<file path="src/rtl/slave_fifo.sv">
// slave_fifo: per-channel first-word-fall-through input buffer.
// Accepts slave words over valid/ready, presents the head word and a
// request to the downstream formatter, and reports free space as margin_o.
module slave_fifo #(
  parameter int DATA_WIDTH   = 32,
  parameter int DEPTH        = 32,
  parameter int MARGIN_WIDTH = 8
) (
  input  logic                    clk_i,
  input  logic                    rst_i,
  input  logic                    en_i,
  input  logic [DATA_WIDTH-1:0]   ch_data_i,
  input  logic                    ch_valid_i,
  output logic                    ch_ready_o,
  input  logic                    fetch_i,
  output logic                    slv_req_o,
  output logic [DATA_WIDTH-1:0]   slv_data_o,
  output logic [MARGIN_WIDTH-1:0] margin_o
);

  localparam int AW = $clog2(DEPTH);

  // Full-scale constants sized to the count and margin registers.
  localparam logic [AW:0]           C_DEPTH_CNT = (AW + 1)'(DEPTH);
  localparam logic [MARGIN_WIDTH-1:0] C_DEPTH_MRG = MARGIN_WIDTH'(DEPTH);

  logic [DATA_WIDTH-1:0]   r_mem [DEPTH];
  logic [AW-1:0]           r_wr_ptr;
  logic [AW-1:0]           r_rd_ptr;
  logic [AW:0]             r_count;
  logic [MARGIN_WIDTH-1:0] r_margin;

  logic                    w_full;
  logic                    w_empty;
  logic                    w_push;
  logic                    w_pop;
  logic [AW:0]             w_count_nxt;
  logic [MARGIN_WIDTH-1:0] w_margin_nxt;

  assign w_full  = (r_count == C_DEPTH_CNT);
  assign w_empty = (r_count == '0);

  // A push needs the channel enabled and room; a pop needs a stored word,
  // so a fetch against an empty FIFO is silently ignored. Because ready is
  // low at full, a simultaneous push+pop at full only pops.
  assign ch_ready_o = en_i & ~w_full;
  assign w_push     = ch_valid_i & ch_ready_o;
  assign w_pop      = fetch_i & ~w_empty;

  assign slv_req_o  = ~w_empty;
  assign slv_data_o = r_mem[r_rd_ptr];
  assign margin_o   = r_margin;

  // Occupancy for the coming edge; push and pop together leave it unchanged.
  always_comb begin
    w_count_nxt = r_count;
    unique case ({w_push, w_pop})
      2'b10:   w_count_nxt = r_count + 1'b1;
      2'b01:   w_count_nxt = r_count - 1'b1;
      default: w_count_nxt = r_count;
    endcase
  end

  // Margin is derived from the next count so it tracks count on the same edge.
  assign w_margin_nxt = C_DEPTH_MRG - MARGIN_WIDTH'(w_count_nxt);

  // Storage array: written on push, never reset (contents are don't-care
  // until a word is pushed).
  always_ff @(posedge clk_i) begin
    if (w_push) begin
      r_mem[r_wr_ptr] <= ch_data_i;
    end
  end

  // Pointers, occupancy and registered margin; pointers wrap naturally.
  always_ff @(posedge clk_i or posedge rst_i) begin
    if (rst_i) begin
      r_wr_ptr <= '0;
      r_rd_ptr <= '0;
      r_count  <= '0;
      r_margin <= C_DEPTH_MRG;
    end else begin
      if (w_push) begin
        r_wr_ptr <= r_wr_ptr + 1'b1;
      end
      if (w_pop) begin
        r_rd_ptr <= r_rd_ptr + 1'b1;
      end
      r_count  <= w_count_nxt;
      r_margin <= w_margin_nxt;
    end
  end

endmodule
</file>
<file path="config.mk">
export PLATFORM = sky130hd
export DESIGN_NAME = slave_fifo
export DESIGN_NICKNAME = d
export VERILOG_FILES = /design/src/rtl/slave_fifo.sv
export SDC_FILE = /design/constraint.sdc
export NUM_CORES = 1
export LEC_CHECK = 0
export ABC_AREA = 1
export ABC_CLOCK_PERIOD_IN_PS = 3700
export BUFFER_PORTS_ARGS = -buffer_cell sky130_fd_sc_hd__clkbuf_2
export CAP_MARGIN = 20
export CORE_MARGIN = 3
export CORE_UTILIZATION = 55
export CTS_CLUSTER_SIZE = 8
export DETAILED_ROUTE_END_ITERATION = 6
export PLACE_DENSITY_LB_ADDON = 0.25
export SKIP_LAST_GASP = 1
export SYNTH_ARGS = -nofsm -noshare
export SYNTH_HDL_FRONTEND = slang
export SYNTH_SLANG_ARGS = --single-unit
</file>
<file path="constraint.sdc">
create_clock -name clk_i -period 3.7 [get_ports clk_i]
set_input_delay 0.74 -clock clk_i [delete_from_list [all_inputs] [get_ports clk_i]]
set_output_delay 0.74 -clock clk_i [all_outputs]
set_load 0.01 [all_outputs]
</file>
==> results of run 1 <==
[state kept, by name, summed over array words and instances, names as in the netlist]
register	cells
r_count	5
r_wr_ptr	5
r_rd_ptr	5
margin_o	7
r_mem	1024
[worst min-delay path by stage]
stage / end / slack [ns] / depth (start not counted)
2_1_floorplan: r_rd_ptr[3] / 0.47 / 2
3_3_place_gp: r_rd_ptr[3] / 0.52 / 2
3_5_place_dp: r_rd_ptr[3] / 0.51 / 2
4_1_cts: r_wr_ptr[4] / 0.18 / 2
5_1_grt: r_wr_ptr[0] / 0.24 / 2
6_report: r_wr_ptr[0] / 0.20 / 2
[worst max-delay path, delay by kind of cell, from the launching register on]
kind            cells  cell delay [ns]
buf+inv             4             0.79
flops               1             0.64
simple gates        5             0.60
compound gates      1             0.10
[area by class of cell]
| cell class | instances | share of cell area (%) |
|---|---|---|
| tap | 1030 | 2.65 |
| timing repair inverter | 1 | 0.0231 |
| sequential | 1046 | 64.3 |
| inverter | 66 | 0.627 |
| timing repair buffer | 176 | 3.63 |
| multi-input combinational | 2246 | 20.6 |
| antenna | 5 | 0.0257 |
| clock buffer | 165 | 7.95 |
| clock inverter | 10 | 0.234 |
[per-layer routing]
layer  track usage [%]  vias to the layer above  part of all wire [%]
met5                 0                        -                     0
met2              43.0                     1586                    46
li1                  -                    12736                     -
met1              39.2                    13805                    39
met4              12.0                        0                   3.6
met3              6.36                      286                    11
[cell families (layout without fill, tap and decap cells)]
kind of cell    count (synthesis)  after routing
xor+xnor                        8              8
fa+ha+maj                      12             12
buf+inv                       288            418
other cells                     0              5
compound gates                485            485
simple gates                 1741           1741
flops                        1046           1046
[metrics by stage]
| step | power, mW | instance area (µm²) | std cells | setup TNS (ns) |
|---|---|---|---|---|
| final | 35.4 | 48700 | 4745 | 0 |
| after global routing | 36.9 | 48700 | 4744 | 0 |
| after floorplan | 19.7 | 42500 | 3580 | 0 |
| after global placement | 23.1 | 44500 | 4554 | 0 |
| after CTS | 35.2 | 48500 | 4732 | -0.0305 |
| after detailed placement | 23.2 | 44500 | 4554 | 0 |
[layout by cell type, fill, tap and decap left out, types with 2 or more instances in the layout]
master,netlist,final
o211ai_1,32,32
buf_12,0,39
buf_4,18,46
nand4_1,6,6
inv_1,62,58
clkinv_2,0,2
edfxtp_1,1024,1024
diode_2,0,5
dfrtp_1,21,17
clkbuf_1,78,12
buf_6,23,6
o21ai_1,62,62
clkinv_16,0,2
nor2_1,589,556
xor2_1,5,5
buf_16,0,4
o21ai_0,324,324
xnor2_1,3,3
clkinv_8,0,2
clkbuf_16,0,156
a21oi_1,67,66
dfrtp_4,0,3
inv_6,0,7
clkbuf_2,0,78
nor3_1,2,2
ha_1,11,11
nand2_1,768,768
nand3_1,372,372
inv_2,4,3
nor2_4,0,33
[timing repair]
action | in CTS | in global routing
endpoints found under the setup margin | 14 | 28
setup buffers | 3 | 4
cloned | 0 | 4
resized for setup | 3 | 15
[power by group through the flow]
stage	Clock, mW	Sequential (mW)	Combinational, mW
after floorplan	0	13.8	5.95
after global placement	0	13.9	9.25
after detailed placement	0	13.9	9.37
after CTS	12.1	13.6	9.47
after global routing	12.6	13.7	10.7
final	12.0	13.7	9.75
==> results.toml, run 1 <==
[outcome]
status = "finished, final reports clean"

[yosys]
synthArstFlopShare_pct = 2.10
synthTopCellsByCount = "1024 x edfxtp_1, 768 x nand2_1, 589 x nor2_1, 372 x nand3_1, 324 x o21ai_0"
syn_area_per_cell_um2 = 11.9
synth_compound_area_share_pct = 5.90
synthDistinctLibCells = 28
synth_top_family_by_area = "simple AND/OR/NAND/NOR gates"
synthSimpleGateAreaFrac_pct = 16.5
ys.flop_type = "edfxtp_1"
yosys.area.top_type = "edfxtp_1"
synth.area.mux_share_pct = 0
yosys_warnings = 0
synth-edff-count = 1024
synthXorXnorAreaFrac_pct = 0.165
yosys.area_share.adder_pct = 0.371
ys_ff_latch = 1046
yosysMostFrequentCell = "edfxtp_1"
synth_area_mm2 = 0.0425
postSynthCellCount = 3580
syn_nets = 3629
seq_area_frac_synth_pct = 73.7
netlist.area_leader.share_pct = 72.4
synth.area.top_cells = "edfxtp_1 72%, nand2_1 6.8%, nor2_1 5.2%"

[global_routing]
grt_pass1_vias = 27281
antenna_found_initial = 5
grt_max_degree = 173
grt_util_all_layers_pct = 28.1
grt_pass1_wl_mm = 168
grt_overflow_total = 0

[critical_path]
r2r_end = "margin_o[4]"
timing.rr.start = "margin_o[0]"
crit_arrival_ns = 2.86
required_ns = 2.96
start_kind = "register"
worst_r2r_path_depth = 14
cp-startpoint = "r_rd_ptr[1]"
cpMaxStageDelayCell = "dfrtp_4"
cpPeakStageDelay_ns = 0.64
crit_chain = "clkinv_16 > buf_16 > nor2_1 > o21ai_0 > nand3_1 > nand3_1 > nand2_1 > nand2_1 > inv_1 > clkbuf_2"
path_class = "register to output port"
path_max_fanout = 43
critPathCaptureType = "output port"
r2r_setup_slack_ns = 0.54
endpoint = "slv_data_o[22]"

[timing]
whs_ns = 0.198
rsz0062_at_grt = "no"
tightest_slew_ns = 0.976
fin_crit_ns = 3.60
drv_slew = 0
relSlewSlack_pct = 34.8
finalHoldViolations = 0
setup_violations = 0
fin_ws_ns = 0.0954
finalCritPeriodShare_pct = 97.4
worst_clock_skew_ns = 0.0143
max_freq_mhz = 277

[drt]
drt_iter0_drc = 3705
drt_first_pass_iters = 5
vias_per_cell = 5.99
ant_nets = 0
wl_mm = 116
route.detailed.drc = 0
routedWlPerCell_um = 24.4
num_vias = 28413

[run]
maxCapViolCount = 0

[floorplan]
num_rows = 101
core_region_area_mm2 = 0.0762
die_area_mm2 = 0.0806
initial_core_util_pct = 55.8
die_h_um = 284
die_w_um = 284
pin_count = 79

[power_and_ir_drop]
clkPwrFrac_pct = 33.8
peakVddDrop_v = 0.000584
power_leakage_nw = 17.2
switching_power_mw = 11.7
pwr-share-comb_pct = 27.6
p_sw_share_pct = 33.1
seqPwrFrac_pct = 38.6
internal-power_mw = 23.7
p_per_area_mw_per_mm2 = 726

[clock_network]
cts.sinks = 1046
numCtsBuffers = 148
htree_levels = 4
cts_buffer_depth = 3
cts_hold_buf = 0
clk_pin_slew_ns = 0.05
clk_latency_ns = 0.73
cts_tree = "built"
clockRootBuffer = "clkbuf_16"

[final_layout]
area.sequential_mm2 = 0.0313
multi_input_area_mm2 = 0.0100
nets = 3734
final_util_pct = 63.9
final_layout_size_suffix_gt1_share_pct = 10.5
nFillCells = 5544
area_growth_pct = 14.6

[placed_design]
gp_congestion = 0.810
dp_slack_ns = 0.555
dp_hpwl_mm = 56.6
port_buffers = 78

[hold_path]
worstHoldPathType = "input port to async pin"
Power figures use the tool's default switching activity.
==> inputs of run 2 (changes only) <==
--- a/config.mk
+++ b/config.mk
@@ -7,7 +7,7 @@
 export LEC_CHECK = 0
 export ABC_AREA = 1
 export ABC_CLOCK_PERIOD_IN_PS = 3700
-export BUFFER_PORTS_ARGS = -buffer_cell sky130_fd_sc_hd__clkbuf_2
+export BUFFER_PORTS_ARGS = -buffer_cell sky130_fd_sc_hd__buf_2
 export CAP_MARGIN = 20
 export CORE_MARGIN = 3
 export CORE_UTILIZATION = 55
==> run 2 against run 1 <==
Sequential cell count unchanged. Final cell count is essentially flat. Worst setup slack improved by 0.016 ns. Largest cell class unchanged. Non-clock buffer count unchanged. Cell area shrank 0.20%. Critical path depth did not move. Largest power group unchanged. First-iteration DRC count down 7.2%.
==> results.toml, run 2 (synthesized netlist as in run 1, its figures left out) <==
[drt]
vias_per_cell = 5.94
drt_first_pass_iters = 7
routedWlPerCell_um = 24.2
num_vias = 28159
drt_iter0_drc = 3439
wl_mm = 115
ant_nets = 0
route.detailed.drc = 0

[global_routing]
antenna_found_initial = 6
grt_overflow_total = 0
grt_pass1_vias = 26915
grt_pass1_wl_mm = 168
grt_util_all_layers_pct = 28.1
grt_max_degree = 114

[power_and_ir_drop]
peakVddDrop_v = 0.000540
p_per_area_mw_per_mm2 = 727
power_leakage_nw = 17.2

[timing]
rsz0062_at_grt = "yes"
fin_setup_tns_ns = 0
finalCritPeriodShare_pct = 97.0
whs_ns = 0.209
finalHoldViolations = 0
tightest_slew_ns = 0.929
fin_crit_ns = 3.59
worst_clock_skew_ns = 0.0319
drv_slew = 0
relSlewSlack_pct = 38.0
max_freq_mhz = 279
fin_ws_ns = 0.111
setup_violations = 0

[critical_path]
crit_arrival_ns = 2.85
cp-startpoint = "r_rd_ptr[1]"
cp.depth = 10
worst_r2r_path_depth = 14
path_class = "register to output port"
start_kind = "register"
crit_chain = "inv_16 > buf_4 > nand3_1 > nand3_1 > nand2_1 > a21oi_1 > nand2_1 > nand2_1 > inv_1 > buf_2"
crit_buf_inv = 4
crit_top_cell = "nand2_1"
required_ns = 2.96
r2r_end = "margin_o[4]"
path_max_fanout = 27
r2r_setup_slack_ns = 0.52
crit_family = "buffers and inverters"
cpPeakStageDelay_ns = 0.59
timing.rr.start = "margin_o[0]"
cpMaxStageDelayCell = "dfrtp_4"
endpoint = "slv_data_o[0]"
critPathCaptureType = "output port"

[final_layout]
nFillCells = 5585
final_common_cell = "edfxtp_1"
final_cell_mix = "1024 x edfxtp_1, 768 x nand2_1, 556 x nor2_1"
fin_area_mm2 = 0.0486
largest_reg_flops = 1024
nets = 3734
area_growth_pct = 14.4
regMostFlops = "r_mem"
multi_input_area_mm2 = 0.0100
area.sequential_mm2 = 0.0313
final_layout_size_suffix_gt1_share_pct = 10.4

[placed_design]
gp_congestion = 0.806
placed_cell_area_mm2 = 0.0443
port_buffers = 78
dp_slack_ns = 0.554
dp_hpwl_mm = 55.5

[clock_network]
clk_pin_slew_ns = 0.06
cts.sinks = 1046
clockRootBuffer = "clkbuf_16"
cts_tree = "built"
cts_hold_buf = 0
numCtsBuffers = 148
clk_latency_ns = 0.73
cts_buffer_depth = 3
htree_levels = 4

[floorplan]
pin_count = 79
initial_core_util_pct = 55.8
die_h_um = 284
core_region_area_mm2 = 0.0762
num_rows = 101
die_area_mm2 = 0.0806
die_w_um = 284

[run]
maxCapViolCount = 0

[outcome]
status = "finished, final reports clean"

[hold_path]
worstHoldPathType = "input port to async pin"
run 2: changes by cell type in the layout (fill, tap and decap cells not counted), moves of 2 or more:
cell,previous run,this run
clkbuf_2,78,0
buf_2,0,78
buf_6,6,3
clkinv_16,2,0
diode_2,5,2
buf_12,39,31
clkinv_8,2,4
buf_4,46,56
run 2: area by class of cell:
class	instances	area share (%)
Clock buffer	165	8.01
Inverter	66	0.584
Timing Repair Buffer	176	3.46
Antenna cell	2	0.0103
Timing Repair inverter	1	0.0180
Tap cell	1030	2.65
Sequential cell	1046	64.4
Multi-Input combinational cell	2246	20.6
Clock inverter	10	0.239
run 2: worst min path at each step:
stage | to | slack, ns | depth (start not counted) | from
finish | r_wr_ptr[1] | 0.21 | 2 | rst_i
floorplan | r_rd_ptr[3] | 0.47 | 2 | r_rd_ptr[3]
global placement | r_wr_ptr[1] | 0.54 | 2 | r_wr_ptr[1]
CTS | r_wr_ptr[1] | 0.21 | 2 | rst_i
detailed placement | r_wr_ptr[0] | 0.55 | 2 | r_wr_ptr[0]
global route | r_wr_ptr[1] | 0.27 | 2 | rst_i
run 2: worst register-to-register path, stage by stage (launching register included):
cell and delay [ns]:
dfrtp_1 0.43, nor4_1 0.39, nand3_1 0.14, nand2_1 0.23
inv_1 0.16, ha_1 0.32, fa_1 0.46, inv_1 0.06
nand2_1 0.04, o21ai_1 0.14, ha_1 0.21, inv_1 0.04
nor2_1 0.21, nand2_1 0.10, xnor2_1 0.13
run 2: what timing repair did:
action                                  4_1_cts  5_1_grt
setup buffers                                 1        9
resized for setup                             5        6
endpoints found under the setup margin       25       27
hold endpoints to repair                      0        0
cloned                                        2        3
run 2: stage by stage:
step | power (mW) | utilization, % | std cells
floorplan | 19.7 | - | 3580
global placement | 23.0 | 58.2 | 4550
detailed placement | 23.1 | 58.2 | 4550
CTS | 35.2 | 63.5 | 4728
global route | 36.9 | 63.8 | 4742
finish | 35.3 | 63.8 | 4742
run 2: report_power, final:
| group | internal (mW) | total (mW) | switching [mW] |
|---|---|---|---|
| registers | 13.4 | 13.6 | 0.198 |
| clock network | 7.31 | 12.0 | 4.64 |
| logic | 2.93 | 9.75 | 6.82 |
run 2: layer usage:
metal | wire, µm | vias up | GRT usage, %
li1 | - | 12706 | -
met1 | 44900 | 13618 | 38.5
met2 | 54600 | 1570 | 44.8
met3 | 11200 | 265 | 5.54
met4 | 3780 | 0 | 11.0
met5 | 0 | - | 0
